[src/rtl/cordic_rotator_seq_if.sv]
// Angle-in / cos-sin-out handshake bundle for the sequential CORDIC rotator.
// The master side drives angles and consumes results; the slave side is the engine.
interface cordic_rotator_seq_if #(
  parameter int WIDTH = 23
);
  logic                    in_valid;
  logic                    in_ready;
  logic signed [WIDTH-1:0] angle_in;
  logic                    out_valid;
  logic                    out_ready;
  logic signed [WIDTH-1:0] cos_out;
  logic signed [WIDTH-1:0] sin_out;

  modport master (
    output in_valid,
    output angle_in,
    output out_ready,
    input  in_ready,
    input  out_valid,
    input  cos_out,
    input  sin_out
  );

  modport slave (
    input  in_valid,
    input  angle_in,
    input  out_ready,
    output in_ready,
    output out_valid,
    output cos_out,
    output sin_out
  );
endinterface

[src/rtl/cordic_rotator_seq.sv]
// Iterative rotation-mode CORDIC: one micro-rotation per clock, NITER per angle.
// Returns cos/sin of the accepted angle in the same signed fixed-point format.
module cordic_iter_stage #(
  parameter int WIDTH = 23,
  parameter int CW    = 5
) (
  input  logic signed [WIDTH-1:0] x_i,
  input  logic signed [WIDTH-1:0] y_i,
  input  logic signed [WIDTH-1:0] z_i,
  input  logic signed [WIDTH-1:0] atan_i,
  input  logic        [CW-1:0]    i,
  output logic signed [WIDTH-1:0] x_o,
  output logic signed [WIDTH-1:0] y_o,
  output logic signed [WIDTH-1:0] z_o
);
  logic signed [WIDTH-1:0] xs;
  logic signed [WIDTH-1:0] ys;
  logic                    neg;

  always_comb begin
    xs  = x_i >>> i;
    ys  = y_i >>> i;
    neg = z_i[WIDTH-1];
    x_o = neg ? x_i + ys : x_i - ys;
    y_o = neg ? y_i - xs : y_i + xs;
    z_o = neg ? z_i + atan_i : z_i - atan_i;
  end
endmodule

module cordic_rotator_seq #(
  parameter int FRACS = 21,
  parameter int INTS  = 1,
  parameter int WIDTH = INTS + FRACS + 1,
  parameter int NITER = 16
) (
  input logic               clk,
  input logic               rst,
  cordic_rotator_seq_if.slave io
);
  localparam int CW = $clog2(FRACS + 1);
  localparam logic [CW-1:0] LAST = CW'(NITER - 1);
  localparam logic signed [WIDTH-1:0] KVAL =
    WIDTH'($rtoi(0.6072529350 * (2.0 ** FRACS) + 0.5));

  // atan(2^-k) by odd power series; k=0 uses pi/4 where the series converges slowly
  function automatic logic [WIDTH-2:0] atan_fx(input int k);
    real x;
    real p;
    real s;
    s = 0.0;
    if (k == 0) begin
      s = 0.78539816339744831;
    end else begin
      x = 1.0 / (2.0 ** k);
      p = x;
      for (int n = 0; n < 40; n++) begin
        s = (n % 2 == 1) ? s - p / (2 * n + 1) : s + p / (2 * n + 1);
        p = p * x * x;
      end
    end
    return (WIDTH-1)'($rtoi(s * (2.0 ** FRACS) + 0.5));
  endfunction

  logic signed [WIDTH-1:0] atan_tab [2**CW];

  for (genvar k = 0; k < 2**CW; k++) begin : g_atan
    if (k < NITER) begin : g_v
      localparam logic [WIDTH-2:0] A = atan_fx(k);
      assign atan_tab[k] = {1'b0, A};
    end else begin : g_z
      assign atan_tab[k] = '0;
    end
  end

  typedef enum logic [1:0] {
    S_IDLE,
    S_RUN,
    S_DONE
  } state_e;

  state_e                  state_q, state_d;
  logic signed [WIDTH-1:0] x_q, x_d;
  logic signed [WIDTH-1:0] y_q, y_d;
  logic signed [WIDTH-1:0] z_q, z_d;
  logic        [CW-1:0]    cnt_q, cnt_d;
  logic signed [WIDTH-1:0] cos_q, cos_d;
  logic signed [WIDTH-1:0] sin_q, sin_d;
  logic signed [WIDTH-1:0] x_n, y_n, z_n;
  logic                    in_ready;

  cordic_iter_stage #(
    .WIDTH(WIDTH),
    .CW   (CW)
  ) u_stage (
    .x_i   (x_q),
    .y_i   (y_q),
    .z_i   (z_q),
    .atan_i(atan_tab[cnt_q]),
    .i     (cnt_q),
    .x_o   (x_n),
    .y_o   (y_n),
    .z_o   (z_n)
  );

  assign in_ready     = (state_q == S_IDLE) && !rst;
  assign io.in_ready  = in_ready;
  assign io.out_valid = (state_q == S_DONE);
  assign io.cos_out   = cos_q;
  assign io.sin_out   = sin_q;

  always_comb begin
    state_d = state_q;
    x_d     = x_q;
    y_d     = y_q;
    z_d     = z_q;
    cnt_d   = cnt_q;
    cos_d   = cos_q;
    sin_d   = sin_q;
    unique case (state_q)
      S_IDLE: begin
        if (io.in_valid && in_ready) begin
          state_d = S_RUN;
          x_d     = KVAL;
          y_d     = '0;
          z_d     = io.angle_in;
          cnt_d   = '0;
        end
      end
      S_RUN: begin
        x_d   = x_n;
        y_d   = y_n;
        z_d   = z_n;
        cnt_d = cnt_q + 1'b1;
        // result registers hold the last answer after it is consumed
        if (cnt_q == LAST) begin
          state_d = S_DONE;
          cos_d   = x_n;
          sin_d   = y_n;
        end
      end
      S_DONE: begin
        if (io.out_ready) state_d = S_IDLE;
      end
      default: state_d = S_IDLE;
    endcase
  end

  always_ff @(posedge clk or posedge rst) begin
    if (rst) begin
      state_q <= S_IDLE;
      x_q     <= '0;
      y_q     <= '0;
      z_q     <= '0;
      cnt_q   <= '0;
      cos_q   <= '0;
      sin_q   <= '0;
    end else begin
      state_q <= state_d;
      x_q     <= x_d;
      y_q     <= y_d;
      z_q     <= z_d;
      cnt_q   <= cnt_d;
      cos_q   <= cos_d;
      sin_q   <= sin_d;
    end
  end
endmodule

[src/flat_wrapper.sv]
// flat-port wrapper written by rule: the top's interface ports become plain ports
module cordic_rotator_seq_flat 
#(
  parameter int FRACS = 21,
  parameter int INTS  = 1,
  parameter int WIDTH = INTS + FRACS + 1,
  parameter int NITER = 16
)
  (clk, rst, io_in_valid, io_angle_in, io_out_ready, io_in_ready, io_out_valid, io_cos_out, io_sin_out);
  cordic_rotator_seq_if #(.WIDTH(WIDTH)) io_i ();
  input logic clk;
  input logic rst;
  input wire logic [$bits(io_i.in_valid)-1:0] io_in_valid;
  input wire logic [$bits(io_i.angle_in)-1:0] io_angle_in;
  input wire logic [$bits(io_i.out_ready)-1:0] io_out_ready;
  output wire logic [$bits(io_i.in_ready)-1:0] io_in_ready;
  output wire logic [$bits(io_i.out_valid)-1:0] io_out_valid;
  output wire logic [$bits(io_i.cos_out)-1:0] io_cos_out;
  output wire logic [$bits(io_i.sin_out)-1:0] io_sin_out;
  assign io_i.in_valid = io_in_valid;
  assign io_i.angle_in = io_angle_in;
  assign io_i.out_ready = io_out_ready;
  assign io_in_ready = io_i.in_ready;
  assign io_out_valid = io_i.out_valid;
  assign io_cos_out = io_i.cos_out;
  assign io_sin_out = io_i.sin_out;
  cordic_rotator_seq #(.FRACS(FRACS), .INTS(INTS), .WIDTH(WIDTH), .NITER(NITER)) u_core (.clk(clk), .rst(rst), .io(io_i));
endmodule
[config.mk]
export PLATFORM = sky130hd
export DESIGN_NAME = cordic_rotator_seq_flat
export DESIGN_NICKNAME = d
export VERILOG_FILES = /design/src/rtl/cordic_rotator_seq_if.sv /design/src/rtl/cordic_rotator_seq.sv /design/src/flat_wrapper.sv
export SDC_FILE = /design/constraint.sdc
export NUM_CORES = 1
export LEC_CHECK = 0
export ABC_CLOCK_PERIOD_IN_PS = 7250
export CORE_MARGIN = 2
export CORE_UTILIZATION = 50
export CTS_CLUSTER_DIAMETER = 100
export DETAILED_ROUTE_END_ITERATION = 16
export GPL_TIMING_DRIVEN = 0
export PLACE_DENSITY = 0.69
export SLEW_MARGIN = 25
export SYNTH_ARGS = -nofsm -noshare
export SYNTH_HDL_FRONTEND = slang
export SYNTH_SLANG_ARGS = --single-unit
[constraint.sdc]
create_clock -name clk -period 7.25 [get_ports clk]
set_clock_uncertainty 0.1 [all_clocks]
set_input_delay 0.725 -clock clk [delete_from_list [all_inputs] [get_ports clk]]
set_output_delay 0.725 -clock clk [all_outputs]
set_load 0.05 [all_outputs]
After elaboration in Yosys (flattened, before gate mapping)
Memory sizes are Yosys's and may differ from the RTL's.
Cells that the tools add are included.
W data, S select, Z words.
{"block": "totals", "inputBits": 27, "reg_bits": 122, "out_inout_bits": 48, "elab_cells": 50, "rom_bits": 736, "n_memories": 1}
{"name": "(name not given)", "depth": 32, "word_bits": 23, "read_ports": 1, "rd_clocked_by_memory_dff": 0, "write_ports": 0, "line_no": "cordic_rotator_seq.sv:98", "rtl": ".atan_i(atan_tab[cnt_q]),"}
{"block": "op_classes", "n_shift": 2, "bitwise_logic": 1, "addsub": 7, "n_mux": 17, "order_cmp": 1, "eq_ne": 6, "reduce_logical": 8}
{"operator": "$mux W23", "count": 8}
{"operator": "$pmux W23 S2", "count": 3}
{"operator": "$add A23 B23 Y23", "count": 3}
{"operator": "$sub A23 B23 Y23", "count": 3}
{"operator": "$sshr A23 B5 Y23", "count": 2}
{"operator": "$pmux W5 S2", "count": 1}
{"operator": "$ge A6 B6 Y1 const B", "count": 1}
{"operator": "$mux W2", "count": 3}
{"operator": "$not A5 Y6", "count": 1}
{"operator": "$pmux W2 S3", "count": 1}
{"operator": "$add A5 B1 Y5 const B", "count": 1}
{"operator": "$eq A5 B4 Y1 const B", "count": 1}
{"operator": "$mux W5", "count": 1}
{"operator": "$ne A2 B2 Y1 const B", "count": 2}
{"operator": "$reduce_and A2 Y1", "count": 2}
{"operator": "$reduce_and A3 Y1", "count": 1}
{"operator": "$eq A2 B1 Y1 const B", "count": 1}
{"operator": "$eq A2 B2 Y1 const B", "count": 1}
{"operator": "$logic_and A1 B1 Y1", "count": 2}
{"operator": "$logic_not A2 Y1", "count": 1}
{"operator": "$ne A2 B1 Y1 const B", "count": 1}
{"operator": "$reduce_bool A2 Y1", "count": 1}
{"operator": "$logic_not A1 Y1", "count": 1}

Logic depth before layout (Yosys ltp)
{"block": "logic_depth", "ltp_word": 7, "depth_mapped": 26, "mapped_depth_nobuf": 22}

By module
A second synthesis with hierarchy kept.
{"block": "hier_totals", "hier_cells": 1292, "area_unflattened_um2": 12630.9}
{"mod": "cordic_iter_stage", "area_per_inst_um2": 7154.4, "cells_per_inst": 918, "seq_area_each_um2": 0.0, "n_inst": 1}
{"mod": "cordic_rotator_seq", "area_per_inst_um2": 5476.5, "cells_per_inst": 374, "seq_area_each_um2": 3052.9, "n_inst": 1}

Least setup slack after synthesis
Ideal clock, no wire load.
{"block": "synth_path", "path_type": "register -> register", "from": "reg u_core.cnt_q[1]", "to": "reg u_core.cos_q[21], in the netlist u_core.io.cos_out[21]", "t_required_ps": 7014, "slack_ps": 1997, "t_arrival_ps": 5017, "path_stages_with_launch": 26, "period_less_slack_ps": 5253, "path_cell_list": "dfrtp_1 buf_6 buf_2 buf_2 buf_2 mux4_2 mux2_2 o21ai_0 nor2_1 nor2_1 ha_1 o21a_2 a21oi_1 a21o_1 nor2_1 xnor2_1 ha_1 a211o_1 nor2_1 nand2_1 o21a_1 a2111oi_0 o21ai_0 a31oi_1 xor2_1 o21ai_0"}
{"block": "synth_via", "elab_chain_cells": 3, "word_cells_on_any_way": 6, "cone_classes": "add/sub (2); eq/ne (1); shift (1); mux (1); reduce/logical (1)"}
{"item": "from (decl)", "line_no": "cordic_rotator_seq.sv:85", "rtl": "logic [CW-1:0] cnt_q, cnt_d;"}
{"item": "from (signal assigned)", "line_no": "cordic_rotator_seq.sv:162", "rtl": "cnt_q <= cnt_d;"}
{"item": "$sshr A23 B5 Y23", "line_no": "cordic_rotator_seq.sv:22", "rtl": "ys = y_i >>> i;"}
{"item": "$sub A23 B23 Y23 / $add A23 B23 Y23 (equally long branches)", "line_no": "cordic_rotator_seq.sv:24", "rtl": "x_o = neg ? x_i + ys : x_i - ys;"}
{"item": "$mux W23", "line_no": "cordic_rotator_seq.sv:24"}
{"item": "to (signal assigned)", "line_no": "cordic_rotator_seq.sv:163", "rtl": "cos_q <= cos_d;"}
{"item": "to (decl)", "line_no": "cordic_rotator_seq.sv:86", "rtl": "logic signed [WIDTH-1:0] cos_q, cos_d;"}
Parallel ways exist; a longest one is shown, timed or not.
A chain may end at the register's enable or synchronous reset.

Final worst setup path
{"block": "layout_path", "from": "reg u_core.cnt_q[3]", "to": "reg u_core.cos_q[21], in the netlist u_core.io.cos_out[21]"}
The elaborated chain is that of the path after synthesis.

==> metrics.txt <==
Synth Register Bits around 120; cells along the critical path clkbuf_1 > buf_2 > clkbuf_1 > buf_1 > clkbuf_2 > nor2_1 > nor2_1 > ha_1 > o21a_2 > a21oi_1 > a21o_1 > nor2_1 > xnor2_1 > ha_1 > a211o_1 > nor2_1 > nand2_1 > o21a_1 > a2111oi_1 > o21ai_0 > a31oi_1 > xor2_1 > o21ai_0; met2 Track Usage GR 0.580; clk_lat worst skew 440 ps; Synth area leader dfrtp_1; register area share after synthesis 0.246; initial antenna violation count 1; post-route setup slack 302 ps; Post-Syn Area per Cell 8.46 sq um; Worst Hold Depth 2; vias per inst 6.45; Most Frequent Cell on Critical Path nor2_1; Final Hold Fails 0; share of layout cells above drive strength 1 0.0952; leading cell types by count after synthesis nand2_1 (180), o21ai_0 (151), nor2_1 (123); status complete, no violations; CTS tree done; Post-Synthesis Cells roughly 1.5k; Hold/Removal Path Class register to register; CP startpoint kind register; CP required 7440 ps; Slew Viols, Final 0; Root Driver clkbuf_16; Area Overhead vs Synth 14.5%; full die area approximately 0.026 sq mm; Critical Path End Type register; synth warn 0; Worst EP arrival 7140 ps; H-tree levels 4; number of max-cap violations 0; Fmax achieved 0.144 GHz; WS Path Type register to register; Hold Path Origin u_core.io.cos_out[9]; drt pass-1 iters 6; largest stage delay on the critical path ~630 ps; worst r2r src u_core.cnt_q[3]; grt total ovfl 0; Max Buffers Root-to-Sink 2; drt wl/cell 24.8 microns; Die Y-Extent 162 microns; ranking of synthesized cells by area dfrtp_1 (25%), ha_1 (9.3%), mux4_2 (9.1%); Global Route Usage Sum 0.365; first-pass GRT wire length 71,900 microns; grt met3 use 0.0609; Async SR Flop Fraction 1.00; setup bufs post-CTS 0; Crit path max-delay family buffers and inverters; GR peak layer met2; vias in the first global route 11.9k; Sink Count 122; worst slew pin tran 1100 ps; Initial DRC Count 1,312; Final Critical Period around 7000 ps; core area 0.0243 sq mm; post-route ant nets 0; setup TNS 0 ps; Post-Syn Area around 0.012 sq mm; share of the synthesized area in the top cell type 0.246; pre-CTS WS 307 ps; synth unique cells 75; crit path max fanout 10; drt total wl 47,000 microns; Clock Pin Slew Worst Setup and Hold Paths 70 ps; Hold Path Sink u_core.io.cos_out[9]; nets around 1.7k; reg-to-reg critical path endpoint u_core.io.cos_out[21]; Die Wd ~160 microns; Reg2Reg Setup Slack 300 ps; CTS Buf Count 17; setup violators final 0; I/O Buffers 74; Most used DFF post-synth dfrtp_1; crit share post-route 0.958; diode count 0; vias 12.3k; largest net degree at the start of global routing 66; Site Rows 57; dpl hpwl 36,300 microns; Residual DRC 0; Mapped Nets around 1.6k; worst r2r path cells 23; routability cong. a little over 1; slowest CP cell buf_1; hold_buf cts 0; cell with the most instances after synthesis nand2_1; Slew Limit Headroom 0.266; met1 Use GR 0.495; IO Count 75; initial core utilization 0.511; worst path buffer plus inverter count 5; EDFF count, synth 0; RSZ-0062 raised after global routing no
## stage by stage
step	cell area (sq um)	hold WS, ps	instances	utilization
2_1_floorplan	12400	387	1468	-
3_3_place_gp	13600	362	1866	0.558
3_5_place_dp	13600	369	1868	0.560
4_1_cts	14200	382	1900	0.584
5_1_grt	14200	409	1900	0.584
6_report	14200	377	1900	0.584
## worst max-delay path by stage
| stage | from | end | slack [ps] | cells after the start |
|---|---|---|---|---|
| after floorplan | u_core.cnt_q[1] | u_core.io.cos_out[21] | 2000 | 25 |
| after detailed placement | u_core.cnt_q[3] | u_core.io.cos_out[21] | 310 | 23 |
| after CTS | u_core.cnt_q[3] | u_core.io.cos_out[21] | 250 | 23 |
| after global placement | u_core.cnt_q[3] | u_core.io.cos_out[21] | 300 | 23 |
| after global routing | u_core.cnt_q[1] | u_core.y_q[22] | 30 | 23 |
| final | u_core.cnt_q[3] | u_core.io.cos_out[21] | 300 | 23 |
## cell families (layout without fill, tap and decap cells)
kind of cell	Yosys count	in the layout	synth area share
xor+xnor	118	118	0.0843
fa+ha+maj	95	95	0.0975
flops	122	122	0.246
compound gates	439	439	0.215
buf+inv	127	235	0.0431
simple gates	456	456	0.167
mux	111	111	0.147
## flip-flops by register name, summed over array words and instances, names as in the netlist
signal and flops:
u_core.cnt_q 5, u_core.io.cos_out 23, u_core.io.sin_out 23, u_core.state_q 2, u_core.x_q 23, u_core.y_q 23, u_core.z_q 23
## cells in the final DEF, fill, tap and decap left out, types with 5 or more instances in the layout
master,count
mux2i_1,36
nor2_1,122
a211oi_1,13
o211ai_1,9
mux4_2,50
nand2b_1,18
a211o_1,6
xnor2_1,68
xor2_1,49
or3_1,5
clkdlybuf4s50_1,74
o21a_1,12
buf_2,14
nand3_1,42
dfrtp_1,122
nor2b_1,14
a21oi_1,114
ha_1,92
mux2_2,21
or2_2,6
nor3_1,25
o21ai_0,150
nand2_1,180
clkbuf_1,47
buf_6,5
a31oi_1,38
o21bai_1,13
buf_1,16
a41oi_1,5
and2_1,12
a21o_1,29
and3_1,11
clkbuf_16,17
inv_1,36
## area by class of cell
class / count / area [sq um]
fill: 2223 / 10100
multi-input combinational: 1219 / 8830
sequential: 122 / 3050
timing repair buffer: 76 / 783
clock buffer: 17 / 425
tap: 324 / 405
buffer: 86 / 385
clock inverter: 15 / 166
inverter: 41 / 161
## worst min-delay path, delay by kind of cell (launching register included)
kind,cells,cell delay [ps]
AO/OA/AOI/OAI,1,60
flip-flops,1,340
AND/OR/NAND/NOR,1,40
## routing by layer
layer,share of wire,up-vias
met5,0,-
met2,0.45,615
li1,-,5535
met3,0.080,136
met1,0.43,5968
met4,0.045,0
## what timing repair did
| action | 4_1_cts | 5_1_grt |
|---|---|---|
| setup endpoints to repair | 0 | 4 |
| hold endpoints to repair | 0 | 0 |
| resized for setup | 0 | 6 |
Power is not shown: default switching activity piles up to over one toggle a cycle in this logic, so the estimate is an artifact.
